<file path="src/rtl/pll_lock_monitor.sv">
// pll_lock_monitor: turns the asynchronous PLL lock into a debounced ready and
// downstream reset, counts lock losses, and pulses the PLL reset pin when lock
// fails to arrive within LOCK_TIMEOUT cycles.
// Optional feature: define PLLMON_LOSS_CNT_EN to implement the loss counter;
// without it loss_cnt is tied to zero but the port is kept.
module pll_lock_monitor #(
    parameter int LOCK_TIMEOUT   = 250000,
    parameter int STABLE_CYCLES  = 2500,
    parameter int PLL_RST_CYCLES = 25,
    parameter int CNT_W          = 8
) (
    input  logic             clk,
    input  logic             reset,
    input  logic             lock_in,
    output logic             pll_reset,
    output logic             rst_out,
    output logic             ready,
    output logic             timeout_flag,
    output logic [CNT_W-1:0] loss_cnt
);

    // Counter is sized for the longest of the three timed intervals.
    localparam int MAX_AB  = (LOCK_TIMEOUT > STABLE_CYCLES) ? LOCK_TIMEOUT : STABLE_CYCLES;
    localparam int MAX_CYC = (MAX_AB > PLL_RST_CYCLES) ? MAX_AB : PLL_RST_CYCLES;
    localparam int CW      = (MAX_CYC > 1) ? $clog2(MAX_CYC) : 1;

    localparam logic [CW-1:0] TIMEOUT_LAST = CW'(LOCK_TIMEOUT - 1);
    localparam logic [CW-1:0] STABLE_LAST  = CW'(STABLE_CYCLES - 1);
    localparam logic [CW-1:0] PLLRST_LAST  = CW'(PLL_RST_CYCLES - 1);

    typedef enum logic [2:0] {
        WAIT_LOCK = 3'd0,
        STABLE    = 3'd1,
        RUN       = 3'd2,
        LOST      = 3'd3,
        PLL_RST   = 3'd4
    } state_t;

    state_t          state_q, state_d;
    logic [CW-1:0]   cnt_q, cnt_d;
    logic            lock_meta_q, lock_meta_d;
    logic            lock_s_q, lock_s_d;
    logic            timeout_flag_q, timeout_flag_d;

    // Two-flop synchronizer path; lock_in feeds nothing but the first stage.
    always_comb begin
        lock_meta_d = lock_in;
        lock_s_d    = lock_meta_q;
    end

    // Next-state, interval counter and sticky timeout flag.
    always_comb begin
        state_d        = state_q;
        cnt_d          = cnt_q;
        timeout_flag_d = timeout_flag_q;
        case (state_q)
            WAIT_LOCK: begin
                if (lock_s_q) begin
                    // Lock arriving on the timeout cycle takes priority.
                    state_d = STABLE;
                    cnt_d   = '0;
                end else if (cnt_q == TIMEOUT_LAST) begin
                    state_d        = PLL_RST;
                    cnt_d          = '0;
                    timeout_flag_d = 1'b1;
                end else begin
                    cnt_d = cnt_q + CW'(1);
                end
            end
            STABLE: begin
                if (!lock_s_q) begin
                    // A dropout before lock is proven is a glitch, not a loss.
                    state_d = WAIT_LOCK;
                    cnt_d   = '0;
                end else if (cnt_q == STABLE_LAST) begin
                    state_d = RUN;
                    cnt_d   = '0;
                end else begin
                    cnt_d = cnt_q + CW'(1);
                end
            end
            RUN: begin
                if (!lock_s_q) begin
                    state_d = LOST;
                    cnt_d   = '0;
                end
            end
            LOST: begin
                state_d = WAIT_LOCK;
                cnt_d   = '0;
            end
            PLL_RST: begin
                // Lock is meaningless while the PLL is held in reset.
                if (cnt_q == PLLRST_LAST) begin
                    state_d = WAIT_LOCK;
                    cnt_d   = '0;
                end else begin
                    cnt_d = cnt_q + CW'(1);
                end
            end
            default: begin
                state_d = WAIT_LOCK;
                cnt_d   = '0;
            end
        endcase
    end

    // State, counter, synchronizer and flag registers.
    always_ff @(posedge clk) begin
        if (reset) begin
            state_q        <= WAIT_LOCK;
            cnt_q          <= '0;
            lock_meta_q    <= 1'b0;
            lock_s_q       <= 1'b0;
            timeout_flag_q <= 1'b0;
        end else begin
            state_q        <= state_d;
            cnt_q          <= cnt_d;
            lock_meta_q    <= lock_meta_d;
            lock_s_q       <= lock_s_d;
            timeout_flag_q <= timeout_flag_d;
        end
    end

`ifdef PLLMON_LOSS_CNT_EN
    localparam logic [CNT_W-1:0] LOSS_MAX = '1;

    logic [CNT_W-1:0] loss_cnt_q, loss_cnt_d;

    // Saturating count of RUN -> LOST transitions.
    always_comb begin
        loss_cnt_d = loss_cnt_q;
        if (state_q == RUN && !lock_s_q && loss_cnt_q != LOSS_MAX) begin
            loss_cnt_d = loss_cnt_q + CNT_W'(1);
        end
    end

    // Loss counter register; cleared only by reset.
    always_ff @(posedge clk) begin
        if (reset) begin
            loss_cnt_q <= '0;
        end else begin
            loss_cnt_q <= loss_cnt_d;
        end
    end

    assign loss_cnt = loss_cnt_q;
`else
    assign loss_cnt = '0;
`endif

    // Outputs are pure decodes of registered state.
    assign ready        = (state_q == RUN);
    assign rst_out      = !ready;
    assign pll_reset    = (state_q == PLL_RST);
    assign timeout_flag = timeout_flag_q;

endmodule

</file>
<file path="config.mk">
export PLATFORM = sky130hd
export DESIGN_NAME = pll_lock_monitor
export DESIGN_NICKNAME = d
export VERILOG_FILES = /design/src/rtl/pll_lock_monitor.sv
export SDC_FILE = /design/constraint.sdc
export NUM_CORES = 1
export LEC_CHECK = 0
export CAP_MARGIN = 25
export CORE_MARGIN = 2
export CORE_UTILIZATION = 50
export CTS_CLUSTER_SIZE = 16
export DETAILED_ROUTE_END_ITERATION = 7
export GPL_TIMING_DRIVEN = 0
export PLACE_DENSITY = 0.8
export SLEW_MARGIN = 10
export SYNTH_ARGS = -nofsm -noshare
export SYNTH_HDL_FRONTEND = slang
export SYNTH_SLANG_ARGS = --single-unit
export TNS_END_PERCENT = 50
</file>
<file path="constraint.sdc">
create_clock -name clk -period 2 [get_ports clk]
set_input_delay 0.4 -clock clk [delete_from_list [all_inputs] [get_ports clk]]
set_output_delay 0.4 -clock clk [all_outputs]
set_load 0.01 [all_outputs]
</file>
==> reports/metrics.csv <==
stage;metric;value;unit
die;Std-Cell Rows;19;
final_layout;Area Overhead vs Synth;15.8;%
detailed_routing;DRT iter0 DRCs;79;
synth;Primary FF master, synth;dfxtp_1;
placed_design;Placed Instances;213;
power_and_ir_drop;sequential power share;0.522;
sta;Fin. Hold Viols;0;
sta;Max Transition Viols Final;0;
grt;first-pass GRT wire length;5360;µm
worst_setup_path;Critical Path End;cnt_q[17];
power_and_ir_drop;Net Sw Frac;0.230;
grt;met3 Usage GRT;0.0227;
detailed_routing;drt wl/cell;14.3;µm
die;die area;0.00328;mm²
clocking;H-tree depth;1;
detailed_routing;# DRC;0;
synth;warnings from Yosys;0;
worst_setup_path;WS Path Type;reg2reg;
sta;setup ws final;18.1;ps
die;die extent in y;57.3;µm
worst_setup_path;internal reg-to-reg setup slack;20;ps
die;core area;0.00273;mm²
grt;pin count of the biggest net entering global routing;15;
power_and_ir_drop;clock share of power;0.365;
placed_design;HPWL after DPL;2240;µm
synth;share of the yosys chip area belonging to registers;0.339;
worst_setup_path;critical path arrival;2230;ps
final_layout;Finished Layout Cells;216;
detailed_routing;TritonRoute pass-1 iters;4;
grt;global-route met1 utilization;0.268;
grt;Remaining Overflow, GRT;0;
sta;RSZ-0062 raised after global routing;true;
clocking;CTS tree;done;
power_and_ir_drop;Power Density;582;mW/mm²
synth;Netlist cell types;44;
clocking;Clock Tree Buf Depth;2;
sta;Tmin final;1980;ps
detailed_routing;Detail Route Antenna Nets;0;
die;Top Ports;15;
clocking;clk_lat worst skew;320;ps
worst_setup_path;Reg2Reg Depth;5;
synth;register bit total from synthesis;24;
grt;busiest layer in global routing;met2;
worst_setup_path;Worst setup SP type;flip-flop;
detailed_routing;Vias/cell;6.01;
detailed_routing;Vias;1299;
grt;met2 Use GR;0.345;
outcome;status;complete, no violations;
sta;Final period util;0.991;
power_and_ir_drop;net switching power;0.220;mW
final_layout;fin nets;192;
worst_setup_path;FF-to-FF End;cnt_q[17];
power_and_ir_drop;LEAKAGE;0.603;nW
worst_setup_path;FF-to-FF Start;cnt_q[8];
clocking;CTS buffer count;3;
worst_setup_path;critical-path maximum fanout;9;
hold_path;HP Class;in2reg;
clocking;root buffer cell;clkbuf_4;
clocking;clock-pin slew on the worst setup and hold paths;130;ps
power_and_ir_drop;Peak supply drop;0.000411;V
die;Die X;57.3;µm
grt;vias in the first global route;1228;
worst_setup_path;Critical Path RT;2250;ps
grt;GRT Util Overall;0.203;
clocking;clock sinks;24;
synth;average size of a mapped cell;8.35;µm²
clocking;hold_buf cts;0;
job;max-capacitance violation count;0;
detailed_routing;DRT Wirelength;3090;µm
placed_design;I/O Buffers;5;
power_and_ir_drop;Internal;0.736;mW
final_layout;ratio of cells with drive above 1 in the final layout;0.195;
sta;FMAX;505;MHz
synth;Post-synth EDFFs;0;
sta;Clock Skews;7.07;ps
synth;Syn Inst Count;170;
sta;Final setup viols;0;
placed_design;pre-CTS WS;-384;ps
synth;Post-synth ARST share;0;
worst_setup_path;Crit. End Element;flip-flop;
die;Initial Util;0.519;
grt;initial antenna violation count;0;
placed_design;GP Congestion;0.837;
synth;Synth Cell Area;0.00142;mm²
final_layout;Inserted Diodes;0;
worst_setup_path;CP startpoint;cnt_q[8];
power_and_ir_drop;Comb pwr share;0.112;
==> kinds of logic (layout without fill, tap and decap cells) <==
group | Yosys count | count (layout) | synth area share
AOI/OAI and AO/OA | 39 | 39 | 0.190
xor gates and xnor gates | 12 | 12 | 0.0741
adders and majority gates | 3 | 3 | 0.0265
buffers and inverters | 23 | 31 | 0.0847
DFF | 24 | 24 | 0.339
other | 1 | 8 | 0.00264
and+or+nand+nor | 68 | 68 | 0.284
==> worst min-delay path by stage <==
stage | cells past startpoint | end | startpoint
floorplan | 1 | lock_s_q | lock_meta_q
global placement | 1 | lock_s_q | lock_meta_q
detailed placement | 1 | lock_s_q | lock_meta_q
CTS | 2 | lock_s_q | reset
global route | 2 | lock_s_q | reset
finish | 2 | lock_s_q | reset
==> placed cells by master, fill, tap and decap left out, types with 2 or more instances in the layout <==
master           count
o21ai_1              5
nand3b_1             2
dfxtp_4              2
conb_1               8
xor2_1               2
clkbuf_2             4
a32oi_1              7
or3_1                5
a31oi_1             12
nor4_1               5
or4_1                3
clkbuf_4             4
o31ai_1              2
dfxtp_1             17
nand2_1             11
nor3b_1              2
clkdlybuf4s50_1      3
nand4_1              2
ha_1                 3
nand2b_1             2
nor2_1               8
nor3_1               5
buf_4               11
dfxtp_2              5
nand3_1              9
a21oi_1              3
inv_1                4
xnor2_1             10
and4_1               2
nor2b_1              2
==> cells in the mapped netlist (all sizes together), types with 2 or more instances <==
library cell,n,area [µm²]
nor2b,2,12.5
nor2,9,33.8
nand2b,2,12.5
nor3,5,25.0
and4,2,17.5
xor2,2,17.5
buf,11,75.1
or3,5,31.3
a31oi,12,75.1
a32oi,7,61.3
nand2,12,52.6
xnor2,10,87.6
nor3b,2,15.0
o31ai,2,15.0
nand3,9,45.0
o21ai,7,35.0
a21oi,3,15.0
dfxtp,24,480
inv,4,15.0
ha,3,37.5
nand3b,2,15.0
nand4,3,25.0
clkbuf,8,30.0
nor4,5,31.3
nor4bb,2,20.0
or4,3,22.5
==> metal layers <==
layer	part of all wire	routed length (µm)
met2	0.50	1540
met4	0.012	38
met3	0.044	137
met1	0.45	1380
met5	0	0
==> sequential cells by signal, indices dropped and copies added, names as in the netlist <==
name          count
cnt_q            18
state_q           3
lock_meta_q       1
lock_s_q          1
timeout_flag      1
==> metrics by stage <==
stage | utilization | TNS [ps] | area, µm² | hold WS, ps | power (mW)
finish | 0.601 | 0 | 1640 | 398 | 0.956
global route | 0.601 | -139 | 1640 | 443 | 0.990
CTS | 0.585 | -37.8 | 1600 | 402 | 0.957
detailed placement | 0.561 | -3790 | 1530 | 437 | 0.613
global placement | 0.561 | -3290 | 1530 | 421 | 0.609
floorplan | - | 0 | 1450 | 414 | 0.589
==> worst max-delay path, cell delays in order (launching register included) <==
cell and delay, ps:
dfxtp_2 390, nand4_2 160, or4_1 530, buf_2 190
or4_1 470, a32oi_1 180
==> power groups by stage <==
| stage | logic [mW] | registers, mW | clock network, mW |
|---|---|---|---|
| 2_1_floorplan | 0.0813 | 0.508 | 0 |
| 3_3_place_gp | 0.0995 | 0.510 | 0 |
| 3_5_place_dp | 0.103 | 0.511 | 0 |
| 4_1_cts | 0.101 | 0.502 | 0.355 |
| 5_1_grt | 0.121 | 0.501 | 0.368 |
| 6_report | 0.107 | 0.499 | 0.349 |
==> final cells by class <==
cell class	instances	area [µm²]
sequential	24	494
clock buffer	3	22.5
multi-input combinational	130	872
fill	257	1090
clock inverter	1	30.0
inverter	4	15.0
tap	31	38.8
buffer	17	111
timing repair buffer	6	58.8
==> repair_timing <==
item	CTS	global route
endpoints found under the hold margin	0	0
gates resized for setup	10	21
endpoints found under the setup margin	19	19
pin swaps	1	1
buffers inserted	1	0
Note: power is estimated with default switching activity, not from simulation.
